$ cat src/rtl/down_counter_sched_pkg.sv
// Shared definitions for the down-counter run scheduler: state encoding and
// the widths of the requester, shadow-counter and pass-counter fields.
package down_counter_sched_pkg;

  typedef logic [1:0] state_t;

  localparam state_t IDLE = 2'd0;
  localparam state_t RUN  = 2'd1;
  localparam state_t DONE = 2'd2;

  localparam int NREQ   = 2;
  localparam int CNT_W  = 3;
  localparam int PASS_W = 2;

endpackage

$ cat src/rtl/down_counter_sched_rr_pick2.sv
// Combinational two-way round-robin picker: on a tie, the requester that was
// not served last wins. The winner is returned one-hot, or all zero if there is no request.
module rr_pick2
  import down_counter_sched_pkg::*;
(
  input  logic [NREQ-1:0] i_req,
  input  logic            i_last,
  output logic [NREQ-1:0] o_win
);

  // NOTE: every output of a combinational block gets a default first, so no path can infer a latch.
  always_comb begin
    o_win = '0;
    case (i_req)
      2'b01:   o_win = 2'b01;
      2'b10:   o_win = 2'b10;
      2'b11:   o_win = i_last ? 2'b01 : 2'b10;
      default: o_win = '0;
    endcase
  end

endmodule

$ cat src/rtl/down_counter_sched.sv
// Grants a shared 3-bit down counter to one of two requesters for PASSES full
// passes, checks the counter's carry-out against a shadow count and pulses done.
module down_counter_sched
  import down_counter_sched_pkg::*;
#(
  parameter int PASSES = 1
) (
  input  logic            clk,
  input  logic            rst,
  input  logic [NREQ-1:0] req,
  input  logic            co,
  output logic [NREQ-1:0] gnt,
  output logic            cnt,
  output logic [NREQ-1:0] done,
  output logic            busy,
  output logic            err
);

  state_t              r_state;
  state_t              w_next;
  logic [NREQ-1:0]     r_gnt;
  logic                r_last;
  logic [CNT_W-1:0]    r_shadow;
  logic [PASS_W-1:0]   r_pass;
  logic                r_err;
  logic [NREQ-1:0]     w_win;
  logic                w_final;
  logic                w_exp_co;

  rr_pick2 u_pick (
    .i_req  (req),
    .i_last (r_last),
    .o_win  (w_win)
  );

  assign w_final  = (r_shadow == '1) && (r_pass == PASS_W'(PASSES - 1));
  assign w_exp_co = (r_state == RUN) && (r_shadow == '1);

  // NOTE: sequential state uses non-blocking assignments so every flop samples pre-edge values.
  always_ff @(posedge clk or posedge rst) begin
    if (rst) r_state <= IDLE;
    else     r_state <= w_next;
  end

  always_comb begin
    w_next = r_state;
    case (r_state)
      IDLE:    if (|req) w_next = RUN;
      RUN:     if (w_final) w_next = DONE;
      DONE:    w_next = IDLE;
      default: w_next = IDLE;
    endcase
  end

  // r_last resets to 1 so that requester 0 wins the first tie.
  // NOTE: only these few control flops are reset; there is no memory here to clear.
  always_ff @(posedge clk or posedge rst) begin
    if (rst) begin
      r_gnt    <= '0;
      r_last   <= 1'b1;
      r_shadow <= '0;
      r_pass   <= '0;
      r_err    <= 1'b0;
    end else begin
      if (co != w_exp_co) r_err <= 1'b1;
      case (r_state)
        IDLE: r_gnt <= w_win;
        RUN: begin
          r_shadow <= r_shadow + 1'b1;
          if (r_shadow == '1) r_pass <= w_final ? '0 : r_pass + 1'b1;
        end
        DONE: begin
          r_gnt  <= '0;
          r_last <= r_gnt[1];
        end
        default: r_gnt <= '0;
      endcase
    end
  end

  always_comb begin
    cnt  = (r_state == RUN);
    busy = (r_state != IDLE);
    gnt  = r_gnt;
    done = (r_state == DONE) ? r_gnt : '0;
    err  = r_err;
  end

endmodule

$ cat config.mk
export PLATFORM = sky130hd
export DESIGN_NAME = down_counter_sched
export DESIGN_NICKNAME = d
export VERILOG_FILES = /design/src/rtl/down_counter_sched_pkg.sv /design/src/rtl/down_counter_sched_rr_pick2.sv /design/src/rtl/down_counter_sched.sv
export SDC_FILE = /design/constraint.sdc
export NUM_CORES = 1
export LEC_CHECK = 0
export CORE_UTILIZATION = 30
export CTS_CLUSTER_SIZE = 24
export DETAILED_ROUTE_END_ITERATION = 8
export PLACE_DENSITY_LB_ADDON = 0.3
export REMOVE_ABC_BUFFERS = 1
export SKIP_CTS_REPAIR_TIMING = 1
export SLEW_MARGIN = 10
export SYNTH_ARGS = -nofsm -noshare
export SYNTH_HDL_FRONTEND = slang
export SYNTH_SLANG_ARGS = --single-unit
$ cat constraint.sdc
create_clock -name clk -period 1.6 [get_ports clk]
set_input_delay 0.16 -clock clk [delete_from_list [all_inputs] [get_ports clk]]
set_output_delay 0.16 -clock clk [all_outputs]
set_load 0.01 [all_outputs]
==> impl_metrics.py, run 1 <==
metrics = {
    "outcome": {
        "status": "finished clean",
    },
    "global_routing": {
        "grt_pass1_wl_microns": 1480,
        "grt_max_degree": 12,
        "grt_use_met2_pct": 13.3,
        "grt_pass1_vias": 344,
        "use_met1_pct": 14.7,
        "grt_util_met3_pct": 7.20,
        "antenna_found_initial": 0,
        "grt-busiest-layer": "met1",
        "grt_usage_pct": 11.0,
        "overflow": 0,
    },
    "synthesis": {
        "yosysSeqAreaShare_pct": 49.7,
        "synth_most_common_cell": "dfrtp_1",
        "synth-edff-count": 0,
        "synthFlopType": "dfrtp_1",
        "yosysTopAreaCell": "dfrtp_1",
        "synth_seq_cells": 11,
        "synth_area_sq_um": 557,
        "netlist.area_leader.share_pct": 44.9,
        "synthCells": 47,
        "synthTopCellsByArea": "dfrtp_1 (45%), ha_1 (6.7%), mux2_4 (5.4%)",
        "async_reset_ff_share_pct": 100,
        "yosysWarnings": 0,
        "syn_avg_cell_area_sq_um": 11.8,
        "synthTopCellsByCount": "dfrtp_1 (10), inv_1 (5), ha_1 (3), nand2_1 (3), nand2b_1 (3)",
        "yosysUniqueCellTypes": 20,
    },
    "power_and_ir_drop": {
        "clockPowerShare_pct": 15.9,
        "p_sw_uw": 379,
        "leakagePower_uw": 0.000403,
        "power_frac_seq_pct": 36.3,
        "power.internal_uw": 857,
        "vdd_ir_drop_max_mv": 0.862,
        "p_sw_share_pct": 30.7,
        "combPwrFrac_pct": 47.7,
        "power_density_nw_per_um2": 1610,
    },
    "worst_setup_path": {
        "cp_data_arrival_time_ns": 1.52,
        "rrSetupSlack_ns": 0.23,
        "endpoint": "r_pass[1]$_DFFE_PP0P_",
        "r2r-start": "r_shadow[0]$_DFFE_PP0P_",
        "r2r_end": "r_pass[1]$_DFFE_PP0P_",
        "critical_path.max_fanout": 4,
        "crit_required_ns": 1.76,
        "start_kind": "flop",
        "path_class": "reg -> reg",
        "rr_worst_depth": 4,
        "critPathLaunch": "r_shadow[0]$_DFFE_PP0P_",
        "endpoint_kind": "flop",
    },
    "detailed_routing": {
        "final_antenna_net_count": 0,
        "vias": 373,
        "wl_per_cell_microns": 9.45,
        "dr.first_iter.drc_count": 0,
        "route.detailed.drc": 0,
        "routed_wl_microns": 869,
        "first_pass_iters": 1,
        "vias_per_cell": 4.05,
    },
    "sta": {
        "setup_viol": 0,
        "rsz0062_at_grt": "no",
        "hold-worst-slack_ns": 0.166,
        "report.final.slew_viol_count": 0,
        "fmax_mhz": 731,
        "worst_slew_pin_slew_ns": 0.421,
        "layout_min_cycle_time_ns": 1.37,
        "skew_ns": 0.00705,
        "fin_crit_sh_pct": 85.5,
        "finalSetupTns_ns": 0,
        "final_hold_viol_count": 0,
        "slew_headroom_pct": 71.9,
    },
    "cts": {
        "numClockSinks": 11,
        "clk_pin_slew_ns": 0.08,
        "root_buffer": "clkbuf_4",
        "htreeDepth": 1,
        "clock_latency_ns": 0.28,
        "cts_tree": "yes",
        "clockBufferDepth": 2,
        "numCtsBuffers": 3,
    },
    "flow_run": {
        "maxCapViolations": 0,
    },
    "placement": {
        "io_buffers": 11,
        "dp_hpwl_microns": 601,
        "routabilityCongestion": 0.677,
    },
    "floorplanning": {
        "core-area_sq_um": 1730,
        "die_x_microns": 45.1,
        "die-area_sq_um": 2030,
        "die_y_microns": 45.1,
        "start_util_pct": 32.2,
        "rows": 15,
        "io-pin-count": 12,
    },
    "cells_and_area": {
        "multi_input_area_sq_um": 239,
        "drive_gt1_share_pct": 25.4,
        "antenna_cells": 0,
        "n_fill_cell": 186,
        "area_growth_pct": 37.8,
        "seqCellArea_sq_um": 279,
        "nets": 76,
    },
    "hold_path": {
        "hp-class": "in -> async",
    },
}
==> through the flow <==
step	setup WS [ns]	utilization [%]	total power [uW]	area [sq um]	std cells
floorplan	0.286	-	782	534	45
global route	0.166	44.4	1340	767	92
finish	0.232	44.4	1240	767	92
CTS	-0.172	41.1	1150	709	86
global placement	0.144	39.6	944	683	82
detailed placement	0.126	39.6	951	683	82
==> cell families after synthesis <==
group           share of synthesized area, %
mux                                     7.42
fa+ha+maj                               6.74
xor+xnor                                3.15
compound gates                          6.07
simple gates                            19.6
buf+inv                                 7.42
flops                                   49.7
==> cell usage in the layout, fill, tap and decap left out, types with 3 or more instances in the layout <==
| master | instances |
|---|---|
| buf_4 | 7 |
| clkdlybuf4s50_1 | 7 |
| nand2_1 | 3 |
| dlymetal6s2s_1 | 4 |
| clkbuf_4 | 3 |
| nand2b_1 | 3 |
| inv_1 | 5 |
| dfrtp_1 | 8 |
| ha_1 | 3 |
==> critical path: stages, from the launching register on <==
cell      delay [ns]
dfrtp_1         0.39
ha_1            0.20
ha_1            0.23
nand3b_4        0.11
mux2_1          0.32
==> how the worst min path moves through the flow <==
stage	from	end	slack, ns
after global placement	err$_DFFE_PP0P_	err$_DFFE_PP0P_	0.45
final	rst	gnt[0]$_DFFE_PP0N_	0.17
after CTS	rst	r_pass[0]$_DFFE_PP0P_	0.18
after floorplan	rst	err$_DFFE_PP0P_	0.01
after detailed placement	err$_DFFE_PP0P_	err$_DFFE_PP0P_	0.46
after global routing	rst	r_shadow[2]$_DFFE_PP0P_	0.23
==> sequential cells by signal, summed over array words and instances, names as in the netlist <==
signal    count
gnt           2
err           1
r_pass        2
r_shadow      3
r_last        1
r_state       2
==> final cells by class <==
| class | count | area share, % |
|---|---|---|
| timing repair buffer | 18 | 22.5 |
| tap | 25 | 4.08 |
| multi-input combinational | 29 | 31.2 |
| sequential | 11 | 36.4 |
| clock buffer | 4 | 3.43 |
| inverter | 5 | 2.45 |
==> power groups by stage <==
stage                     Combinational (uW)  Sequential (uW)  Clock, uW
after global placement                   484              460          0
final                                    590              449        197
after detailed placement                 489              462          0
after floorplan                          321              461          0
after CTS                                493              456        202
after global routing                     656              464        219
==> metal layers <==
layer	vias to the layer above	part of all wire, %
li1	194	-
met1	165	48
met2	12	43
met3	2	8.3
met4	0	1.3
met5	-	0
Power figures use the tool's default switching activity.
==> run 2: changes to the inputs <==
GPL_TIMING_DRIVEN = 0   (was not set)
clock period = 1.5 ns   (was 1.6 ns; I/O delays follow)
==> run 2 against run 1 <==
  * Worst setup slack lost 0.12 ns
  * Clock power hardly changed
  * Hold slack gained 0.0030 ns
  * Final cell count grew 1.1%
  * Utilization rose by 0.72 points
  * Highest routed layer is now met3
==> impl_metrics.py, run 2 (synthesis gave the netlist of run 1 again) <==
metrics = {
    "detailed_routing": {
        "vias": 397,
        "first_pass_iters": 2,
        "routed_wl_microns": 884,
        "vias_per_cell": 4.27,
        "dr.first_iter.drc_count": 3,
        "route.detailed.drc": 0,
        "final_antenna_net_count": 0,
        "wl_per_cell_microns": 9.51,
    },
    "global_routing": {
        "overflow": 0,
        "grt_usage_pct": 10.2,
        "grt_pass1_vias": 336,
        "grt_max_degree": 12,
        "grt_pass1_wl_microns": 1420,
        "antenna_found_initial": 0,
    },
    "sta": {
        "worst_slack_ns": 0.109,
        "rsz0062_at_grt": "no",
        "fmax_mhz": 719,
        "worst_slew_pin_slew_ns": 0.411,
        "slew_headroom_pct": 72.6,
        "fin_crit_sh_pct": 92.7,
        "setup_viol": 0,
        "finalSetupTns_ns": 0,
        "final_hold_viol_count": 0,
        "skew_ns": 0.00122,
        "report.final.slew_viol_count": 0,
        "layout_min_cycle_time_ns": 1.39,
    },
    "cells_and_area": {
        "antenna_cells": 0,
        "nets": 77,
        "max_flop_register": "r_shadow",
        "multi_input_area_sq_um": 239,
        "area_growth_pct": 40.0,
        "n_fill_cell": 186,
        "drive_gt1_share_pct": 25.0,
        "final_cell_mix": "dfrtp_1 (8), clkdlybuf4s50_1 (7), buf_4 (7)",
        "final_cells": 93,
        "fin_util_pct": 45.1,
        "mostFrequentLayoutCell": "dfrtp_1",
        "seqCellArea_sq_um": 279,
        "largest_reg_flops": 3,
    },
    "hold_path": {
        "hp-class": "in -> async",
    },
    "power_and_ir_drop": {
        "power_uw": 1310,
        "vdd_ir_drop_max_mv": 0.950,
        "leakagePower_uw": 0.000411,
        "power_density_nw_per_um2": 1680,
    },
    "worst_setup_path": {
        "r2r_end": "r_pass[1]$_DFFE_PP0P_",
        "endpoint": "r_pass[1]$_DFFE_PP0P_",
        "path_class": "reg -> reg",
        "r2r-start": "r_shadow[0]$_DFFE_PP0P_",
        "rrSetupSlack_ns": 0.11,
        "endpoint_kind": "flop",
        "cp_data_arrival_time_ns": 1.54,
        "rr_worst_depth": 4,
        "crit_required_ns": 1.65,
        "critical_path.max_fanout": 4,
        "critPathLaunch": "r_shadow[0]$_DFFE_PP0P_",
        "start_kind": "flop",
    },
    "flow_run": {
        "maxCapViolations": 0,
    },
    "floorplanning": {
        "die_y_microns": 45.1,
        "start_util_pct": 32.2,
        "core-area_sq_um": 1730,
        "die-area_sq_um": 2030,
        "io-pin-count": 12,
        "rows": 15,
        "die_x_microns": 45.1,
    },
    "cts": {
        "clk_pin_slew_ns": 0.07,
        "clock_latency_ns": 0.26,
        "root_buffer": "clkbuf_4",
        "clockBufferDepth": 2,
        "numClockSinks": 11,
        "htreeDepth": 1,
        "cts_tree": "yes",
        "numCtsBuffers": 3,
    },
    "placement": {
        "routabilityCongestion": 0.702,
        "place_ws_ns": -0.0322,
        "io_buffers": 11,
        "dp_hpwl_microns": 602,
        "dp_cells": 81,
    },
    "outcome": {
        "status": "finished clean",
    },
}
-- run 2: cell count changes in the layout (fill, tap and decap cells not counted), sizes merged --
cell          previous run  this run
dlymetal6s2s             4         5
-- run 2: cell type report --
cell class / count / share of cell area (%)
clock buffer: 4 / 3.37
inverter: 5 / 2.41
multi-input combinational: 29 / 30.7
sequential: 11 / 35.8
tap: 25 / 4.01
timing repair buffer: 19 / 23.8
-- run 2: critical path, stage by stage (launching register included) --
cell and delay (ns):
dfrtp_1 0.39, ha_1 0.20, ha_1 0.24, nand3b_4 0.12, mux2_1 0.32
-- run 2: routing by layer --
metal / up-vias / wire length (microns) / GRT usage (%)
met3: 0 / 45 / 7.20
met5: - / 0 / 0
met1: 189 / 405 / 13.3
li1: 197 / - / -
met2: 11 / 433 / 13.9
met4: 0 / 0 / 1.82
-- run 2: through the flow --
stage | instance area, sq um | hold WS, ns
after global routing | 779 | 0.230
final | 779 | 0.169
after floorplan | 534 | 0.00172
after CTS | 702 | 0.179
after global placement | 676 | 0.449
after detailed placement | 676 | 0.457
-- run 2: power by group --
group / internal [uW] / total, uW / switching, uW
clock: 103 / 199 / 96.3
sequential: 406 / 476 / 70.3
combinational: 409 / 637 / 228
-- run 2: worst min-delay path by stage --
| stage | startpoint | endpoint | slack, ns | depth (start not counted) |
|---|---|---|---|---|
| final | rst | err$_DFFE_PP0P_ | 0.17 | 2 |
| after global routing | rst | gnt[1]$_DFFE_PP0N_ | 0.23 | 2 |
| after CTS | rst | r_shadow[1]$_DFFE_PP0P_ | 0.18 | 2 |
| after detailed placement | err$_DFFE_PP0P_ | err$_DFFE_PP0P_ | 0.46 | 1 |
| after global placement | err$_DFFE_PP0P_ | err$_DFFE_PP0P_ | 0.45 | 1 |
| after floorplan | rst | err$_DFFE_PP0P_ | 0.002 | 1 |
==> run 3: changes to the inputs <==
SLEW_MARGIN = 40   (was 10)
==> results of run 3 <==
The final DEF is identical to that of run 2; final timing and power are the same.
